--- src/rtl/omsp_spm_protect_seq.sv ---
// omsp_spm_protect_seq
//
// Purpose: sequences a protect/unprotect request from the execution unit into a
// single update_spm/enable_spm pulse for SPM control. After a successful
// protect, it fetches the module key from the key-derivation unit and streams
// it one 16-bit word per cycle into SPM control.
//
// Ports:
//   mclk, puc_rst           clock, asynchronous active-high reset
//   start_protect           one-cycle request to create an SPM
//   start_unprotect         one-cycle request to disable the calling SPM
//   violation               SPM control verdict, valid with update_spm
//   key_ack, key_data       key-derivation handshake and derived key (MSB first)
//   busy, done, error       status back to the execution unit
//   update_spm, enable_spm  update request to SPM control (1 = create)
//   key_req                 key request to key-derivation unit
//   write_key, key_in,
//   key_idx                 key word write port into SPM control
module omsp_spm_protect_seq #(
  parameter int unsigned SECURITY     = 64,
  parameter int unsigned KEY_IDX_SIZE = 2
) (
  input  logic                    mclk,
  input  logic                    puc_rst,
  input  logic                    start_protect,
  input  logic                    start_unprotect,
  input  logic                    violation,
  input  logic                    key_ack,
  input  logic [SECURITY-1:0]     key_data,
  output logic                    busy,
  output logic                    done,
  output logic                    error,
  output logic                    update_spm,
  output logic                    enable_spm,
  output logic                    key_req,
  output logic                    write_key,
  output logic [15:0]             key_in,
  output logic [KEY_IDX_SIZE-1:0] key_idx
);

  localparam int unsigned WORDS = SECURITY / 16;
  localparam logic [KEY_IDX_SIZE-1:0] LastIdx = KEY_IDX_SIZE'(WORDS - 1);

  typedef enum logic [2:0] {
    StIdle,
    StUpdP,
    StUpdU,
    StKeyWait,
    StKeyWrite,
    StDone
  } state_e;

  state_e                  r_state;
  logic [KEY_IDX_SIZE-1:0] r_idx;
  logic [SECURITY-1:0]     r_key;
  logic                    r_error;

  logic [SECURITY-1:0]     w_key_shifted;

  always_ff @(posedge mclk or posedge puc_rst) begin
    if (puc_rst) begin
      r_state <= StIdle;
      r_idx   <= '0;
      r_key   <= '0;
      r_error <= 1'b0;
    end else begin
      unique case (r_state)
        StIdle: begin
          // Protect has priority; a simultaneous unprotect is dropped.
          if (start_protect) begin
            r_state <= StUpdP;
            r_error <= 1'b0;
          end else if (start_unprotect) begin
            r_state <= StUpdU;
            r_error <= 1'b0;
          end
        end
        StUpdP: begin
          // SPM control answers combinationally in the update cycle.
          if (violation) begin
            r_error <= 1'b1;
            r_state <= StDone;
          end else begin
            r_state <= StKeyWait;
          end
        end
        StUpdU: begin
          r_state <= StDone;
        end
        StKeyWait: begin
          if (key_ack) begin
            r_key   <= key_data;
            r_idx   <= '0;
            r_state <= StKeyWrite;
          end
        end
        StKeyWrite: begin
          if (r_idx == LastIdx) begin
            r_idx   <= '0;
            r_state <= StDone;
          end else begin
            r_idx <= r_idx + 1'b1;
          end
        end
        StDone: begin
          r_state <= StIdle;
        end
        default: begin
          r_state <= StIdle;
        end
      endcase
    end
  end

  // Key bit 0 is the MSB, so word N sits N words below the top of the vector.
  assign w_key_shifted = r_key << {r_idx, 4'b0000};

  always_comb begin
    busy       = (r_state != StIdle);
    done       = 1'b0;
    update_spm = 1'b0;
    enable_spm = 1'b0;
    key_req    = 1'b0;
    write_key  = 1'b0;
    key_in     = 16'h0000;
    key_idx    = '0;
    unique case (r_state)
      StUpdP: begin
        update_spm = 1'b1;
        enable_spm = 1'b1;
      end
      StUpdU: begin
        update_spm = 1'b1;
      end
      StKeyWait: begin
        key_req = 1'b1;
      end
      StKeyWrite: begin
        write_key = 1'b1;
        key_idx   = r_idx;
        key_in    = w_key_shifted[SECURITY-1 -: 16];
      end
      StDone: begin
        done = 1'b1;
      end
      default: begin
      end
    endcase
  end

  // Error is held between operations, not only shown with done.
  assign error = r_error;

endmodule

--- config.mk ---
export PLATFORM = sky130hd
export DESIGN_NAME = omsp_spm_protect_seq
export DESIGN_NICKNAME = d
export VERILOG_FILES = /design/src/rtl/omsp_spm_protect_seq.sv
export SDC_FILE = /design/constraint.sdc
export NUM_CORES = 1
export LEC_CHECK = 0
export CORE_ASPECT_RATIO = 1.4
export CORE_MARGIN = 3
export CORE_UTILIZATION = 40
export CTS_BUF_LIST = sky130_fd_sc_hd__clkbuf_4 sky130_fd_sc_hd__clkbuf_8 sky130_fd_sc_hd__clkbuf_16
export CTS_CLUSTER_SIZE = 24
export DETAILED_ROUTE_END_ITERATION = 8
export PLACE_DENSITY = 0.65
export SLEW_MARGIN = 20
export SYNTH_ARGS = -nofsm -noshare
export SYNTH_HDL_FRONTEND = slang
export SYNTH_SLANG_ARGS = --single-unit
--- constraint.sdc ---
create_clock -name mclk -period 3.2 [get_ports mclk]
set_input_delay 0.48 -clock mclk [delete_from_list [all_inputs] [get_ports mclk]]
set_output_delay 0.48 -clock mclk [all_outputs]
set_load 0.03 [all_outputs]
======== Word-level counts from Yosys, hierarchy flattened ========
Cells that the tools add are included.
Widths: inputs -> output; s select.
storage, ports and cells
  bits in registers ....................... 70
  bits of input ports ..................... 70
  output and inout port bits .............. 25
  logic and storage cells ................. 45
operators by class
  add/sub/neg operators ................... 1
  equality and inequality tests ........... 10
  shifts and indexed selects .............. 1
  mux-type cells .......................... 20
  reduce and logical (&&, ||, !) cells .... 9
operators by type and width
  operator             count
  $shl 64x6->64        1
  $mux 16              1
  $mux 3               5
  $pmux 3 s5           1
  $mux 1               8
  $eq 3x2->1 const B   2
  $eq 3x3->1 const B   2
  $mux 2               3
  $ne 2x2->1 const B   3
  $reduce_and 3->1     2
  $pmux 2 s2           1
  $reduce_and 2->1     2
  $reduce_bool 2->1    2
  $eq 3x1->1 const B   1
  $logic_not 3->1      1
  $ne 3x3->1 const B   1
  $reduce_bool 3->1    1
  $add 2x1->2 const B  1
  $eq 2x2->1 const B   1
  $pmux 1 s2           1
  $reduce_or 2->1      1

======== Longest topological paths before layout ========
Gate-level depths: netlist of the first run.
  word-level depth ........................ 3
  mapped depth ............................ 6
  depth with buffers taken out ............ 4

======== Worst setup path after synthesis of the first run ========
No wires, ideal clock.
  path kind ............................... flip-flop to output port
  start point ............................. reg r_state[0]
  end point ............................... out key_in[0]
  arrival ................................. 1.503 ns
  data required time ...................... 2.720 ns
  path slack .............................. 1.217 ns
  stages on the path, launching flop included .. 6
  path buffers ............................ 2
  cells stage by stage .................... dfrtp_1 -> or3b_1 -> buf_2 -> inv_2 -> buf_2 -> and2_1
on the way
  word-level cells in the longest chain between the ends .. 2
ends and longest elaborated chain
  element                 line  source
  from (decl)             53    state_e r_state;
  from (signal assigned)  62    r_state <= StIdle;
  from (signal assigned)  71    r_state <= StUpdP;
  from (signal assigned)  74    r_state <= StUpdU;
  $eq 3x3->1              127   unique case (r_state)
  $mux 16                 127
  to (decl)               37    output logic [15:0] key_in,
No other way between the ends.

======== Final worst setup path of the first run ========
Same ends and word-level chain as after synthesis.

==> run metrics, run 1 <==
CTS resizes=0; hold buffer count at cts=0; Area Overhead vs Synth=39.2%; Max-Cap Viols=0; largest net degree at the start of global routing=33; Reg2Reg Setup Slack=1.14 ns; RSZ-0062 raised after global routing=no; VDD IR max=between 0.0004 and 0.0005 V; Synthesized Nets=~300; relative slew slack=between 50% and 60%; Syn Inst Count=around 220; DP Cell Count=408; setup TNS=0 ns; critical path capture point type=primary output; worst setup margin=between 0.15 and 0.2 ns; drt drc=0; CTS tree=yes; DRT Pass-1 Iters=4; cell-internal power=around 3.1 mW; antenna violations before repair=0; Fillers=about 700; Die Width=84.6 microns; GRT Overall Usage=roughly 15%; # rows=39; power density cells=slightly above 900 nW/um^2; routed vias=~2100; Area after DPL=~4500 sq um; final setup fails=0; CTS Root Cell=clkbuf_16; total number of yosys warnings=0; final hold viol count=0; global route overflow=0; largest fanout on the critical path=20; die area=between 9000 and 10000 sq um; number of H-tree levels=3; DP Worst Slack=0.508 ns; outcome=completed; crit path launch type=flip-flop; first-pass GRT wire length=roughly 12000 microns; Distinct cells, synth=28; Slew Limit Fails=0; # port buffers=94; wire per inst=16.8 microns; Clk Latency, worst-skew pair=approximately 0.32 ns; CP startpoint=r_state[0]; fin cells=around 420; Reg-to-Reg Start=r_state[0]; number of global-route vias before repair=~2300; sequential share of the synthesized area=roughly half; Gate power share=around two fifths; Post-synth EDFFs=0; Final Util=a little under 60%; Net Sw Frac=29.1%; DRT iter0 DRCs=just over 70; critical path arrival=between 2 and 3 ns; Mapped Area=approximately 3500 sq um; Final period util=~95%; TritonCTS buffer count=9; Static Leak=2.22 nW; crit path kind=reg2out; post-CTS setup repair buffer count=0; f_max=roughly 330 MHz; DR vias/cell=around 5; nets=approximately 390; clock network power share=approximately a quarter; GP Congestion=around 0.72; hold_ws=about 0.45 ns; worst slew pin tran=0.639 ns; Worst-path clk slew=0.06 ns; Hold WC Path Type=in2async; Longest Clk Path Bufs=2; final instance area=between 4000 and 5000 sq um; clock skew=between 0.007 and 0.008 ns; Ports=between 90 and 100; register share of total power=between 30% and 40%; Psw=1.29 mW; dominant synthesized flop cell=dfrtp_1; Avg Cell Area, Syn=around 16 sq um; Post-synth ARST share=between 90% and 100%; WL final=around 7100 microns; layout cells sized above 1=between 30 and 40%; overall power=4.44 mW; required time worst endpoint=2.72 ns; starting density of the core=41.7%; Final ANT Viol Nets=0; Core ar.=8300 sq um; Synth Register Bits=70; Detailed Place HPWL=approximately 5000 microns; Final min period=around 3 ns; ANT cells=0; Sink Count=70; Chip Height=~120 microns
power by group through the flow:
stage	Sequential, mW	Combinational [mW]	Clock, mW
floorplan	1.44	1.38	0
global placement	1.52	1.78	0
detailed placement	1.53	1.79	0
CTS	1.52	1.80	1.18
global route	1.58	1.90	1.21
finish	1.52	1.76	1.15
layout by cell type (no fill, tap or decap), types with 2 or more instances in the layout:
master / n
inv_2: 2
bufinv_16: 3
inv_1: 2
nor2_1: 3
mux4_2: 16
o31ai_1: 2
mux2_4: 38
buf_4: 7
o22ai_1: 2
and2_1: 19
mux2_2: 26
nand3_1: 2
and3b_1: 2
clkbuf_16: 9
o211ai_1: 2
o21ai_0: 2
nand2_1: 6
dfrtp_1: 70
clkdlybuf4s50_1: 94
worst paths after layout:
path,endpoint,cells past startpoint
max,key_in[0],4
min,r_key[47],2
max reg2reg,r_key[19],3
min reg2reg,r_key[31],1
max in group asynchronous,r_key[2],3
min in group mclk,r_key[31],1
cell usage after synthesis, drive strengths merged (2+ instances only):
master  instances  area share [%]
dfrtp          70              51
mux2           64              25
and2           19             3.4
buf            17             4.0
mux4           16              10
nand2           6            0.65
inv             4            0.43
nor2            3            0.33
and3b           2            0.51
nand3           2            0.29
o211ai          2            0.43
o21ai           2            0.29
o22ai           2            0.36
o31ai           2            0.43
flip-flops by register name, indices dropped and copies added (netlist names):
register and cells:
error 1, r_idx 2, r_state 3, r_key 64
critical path, stage by stage (launching register included):
cell and delay [ns]:
dfrtp_1 0.53, or3b_1 0.52, inv_2 0.31, and2_1 0.20, clkdlybuf4s50_1 0.67
cell type report:
class,count,area [sq um],share of cell area (%)
Tap cell,102,128,2.65
Timing Repair Buffer,102,1010,21.0
Clock inverter,5,106,2.21
Clock buffer,11,246,5.12
Inverter,4,15.0,0.312
Sequential cell,70,1750,36.4
Multi-Input combinational cell,130,1550,32.3
per-layer routing:
metal	vias to the layer above	global-route usage (%)	share of wire, %
li1	992	-	-
met3	4	4.20	4.6
met2	57	25.1	53
met1	1068	19.7	42
met5	-	0	0
met4	0	3.80	0.84
logic make-up (layout without fill, tap and decap cells):
group,count (synthesis),count (layout),share of synthesized area (%)
compound gates,10,10,1.95
xor+xnor,1,1,0.253
fa+ha+maj,1,1,0.362
buf+inv,21,122,4.41
flops,70,70,50.7
mux,81,81,35.7
simple gates,37,37,6.69
No activity file was read; power rests on OpenSTA's default activity.
==> run 2, diff against run 1 <==
==> constraint.sdc (replaced) <==
create_clock -name mclk -period 3.7 [get_ports mclk]
set_input_delay 0.555 -clock mclk [delete_from_list [all_inputs] [get_ports mclk]]
set_output_delay 0.555 -clock mclk [all_outputs]
set_load 0.03 [all_outputs]
==> run metrics, run 2 (same netlist as run 1, synthesis figures left out) <==
Final min period=between 3 and 4 ns; CTS resizes=0 (unchanged); wire per inst=17.6 microns (+4.6%); Detailed Place HPWL=5250 microns (+4.3%); overall power=3.78 mW (-15%); Clk Latency, worst-skew pair=0.33 ns (about the same); worst slew pin tran=0.864 ns (+0.224 ns); hold_ws=0.503 ns (+0.0499 ns); relative slew slack=42.3% (-15 points); TritonCTS buffer count=9 (unchanged); ANT cells=0 (unchanged); critical path arrival=2.56 ns (about the same); worst setup margin=0.582 ns (+0.410 ns); largest reg by FF count=r_key; DRT Pass-1 Iters=4 (unchanged); layout cells sized above 1=33.1% (-0.42 points); Slew Limit Fails=0 (unchanged); Worst-path clk slew=0.06 ns (about the same); Final period util=84.3%; Reg2Reg Setup Slack=1.53 ns (+0.39 ns); VDD IR max=0.000380 V (-18%); register area=1750 sq um (unchanged); Longest Clk Path Bufs=2 (unchanged); first-pass GRT wire length=12200 microns (+4.7%); CP peak stage delay=0.67 ns (about the same); Sink Count=70 (unchanged); drt drc=0 (unchanged); final setup fails=0 (unchanged); area of the multi-input gates=1550 sq um (unchanged); Final ANT Viol Nets=0 (unchanged); WL final=7420 microns (+4.1%); DP Worst Slack=0.921 ns (+0.413 ns); largest net degree at the start of global routing=40 (+21%); post-CTS setup repair buffer count=0 (unchanged); power density cells=790 nW/um^2 (-14%); die area=9810 sq um (unchanged); Fillers=703 (+0.86%); Max-Cap Viols=0 (unchanged); required time worst endpoint=3.14 ns (+0.42 ns); number of H-tree levels=3 (unchanged); final hold viol count=0 (unchanged); Chip Height=116 microns (unchanged); GRT Overall Usage=16.3% (+1.1 points); antenna violations before repair=0 (unchanged); Area Overhead vs Synth=38.1%; CP max stage cell=clkdlybuf4s50_1; most frequent cells in the layout=clkdlybuf4s50_1 (94), dfrtp_1 (70), mux2_4 (38); routed vias=2115 (-0.28%); crit path launch type=flip-flop; global route overflow=0 (unchanged); crit path kind=reg2out; DR vias/cell=5.01 (+0.19%); clock skew=0.00642 ns (-0.000809 ns); commonest non-fill, non-tap cell in the layout=clkdlybuf4s50_1; Die Width=84.6 microns (unchanged); outcome=completed; Core ar.=8300 sq um (unchanged); critical path capture point type=primary output; nets=387 (-0.26%); CTS Root Cell=clkbuf_16; hold buffer count at cts=0 (unchanged); GP Congestion=0.720 (+0.61%); final instance area=4780 sq um (-0.78%); worst-path cell chain=or3b_1 > inv_2 > and2_1 > clkdlybuf4s50_1; # rows=39 (unchanged); Static Leak=2.19 nW (-1.2%); RSZ-0062 raised after global routing=no; top flop regs=r_key: 64 flops, r_state: 3 flops, r_idx: 2 flops; # port buffers=94 (unchanged); Hold WC Path Type=reg2reg; Ports=95 (unchanged); setup TNS=0 ns (unchanged); number of global-route vias before repair=2323 (+2.6%); largest fanout on the critical path=20 (unchanged); max reg flops=64 (unchanged); Area after DPL=4450 sq um (-0.17%); starting density of the core=41.7% (unchanged); CTS tree=yes; DRT iter0 DRCs=131 (+85%); f_max=321 MHz
## run 2: changes by cell type in the layout (fill, tap and decap cells not counted), sizes merged
cell / change
buf: -1
bufinv: -1
clkbuf: -1
clkinvlp: +1
## run 2: final timing paths
path	cells after the start	from	endpoint
max in group asynchronous	3	puc_rst	r_key[53]
min in group asynchronous	2	puc_rst	r_key[63]
setup / recovery	4	r_state[0]	key_in[10]
setup reg to reg	3	r_state[0]	r_key[26]
hold reg to reg	1	r_key[25]	r_key[25]
hold / removal	1	r_key[25]	r_key[25]
## run 2: stage by stage
stage          std cells  util, %
5_1_grt              422     57.6
3_5_place_dp         407     53.7
4_1_cts              422     57.6
6_report             422     57.6
2_1_floorplan        221        -
3_3_place_gp         407     53.7
## run 2: where the power goes
part           internal [mW]  switching [mW]  leakage [nW]  total (mW)
clock                  0.605           0.316         0.151       0.922
sequential              1.11           0.234         0.879        1.34
combinational          0.923           0.588          1.16        1.51
## run 2: layer usage
layer	vias up	GRT usage [%]	part of all wire, %
met5	-	0	0
met4	0	5.70	1.6
met3	9	3.91	4.5
met2	54	28.1	54
met1	1065	19.9	40
li1	987	-	-
## run 2: layout make-up
cell class / instances / share of cell area, %
Sequential cell: 70 / 36.7
Multi-Input combinational cell: 130 / 32.5
Timing Repair Buffer: 101 / 21.1
Clock buffer: 10 / 5.00
Tap cell: 102 / 2.67
Clock inverter: 5 / 1.75
Inverter: 4 / 0.314
## run 2: critical path: cells and delay by family (launching register included)
family | cells | cell delay, ns
flops | 1 | 0.54
buf+inv | 2 | 0.99
simple gates | 2 | 0.71
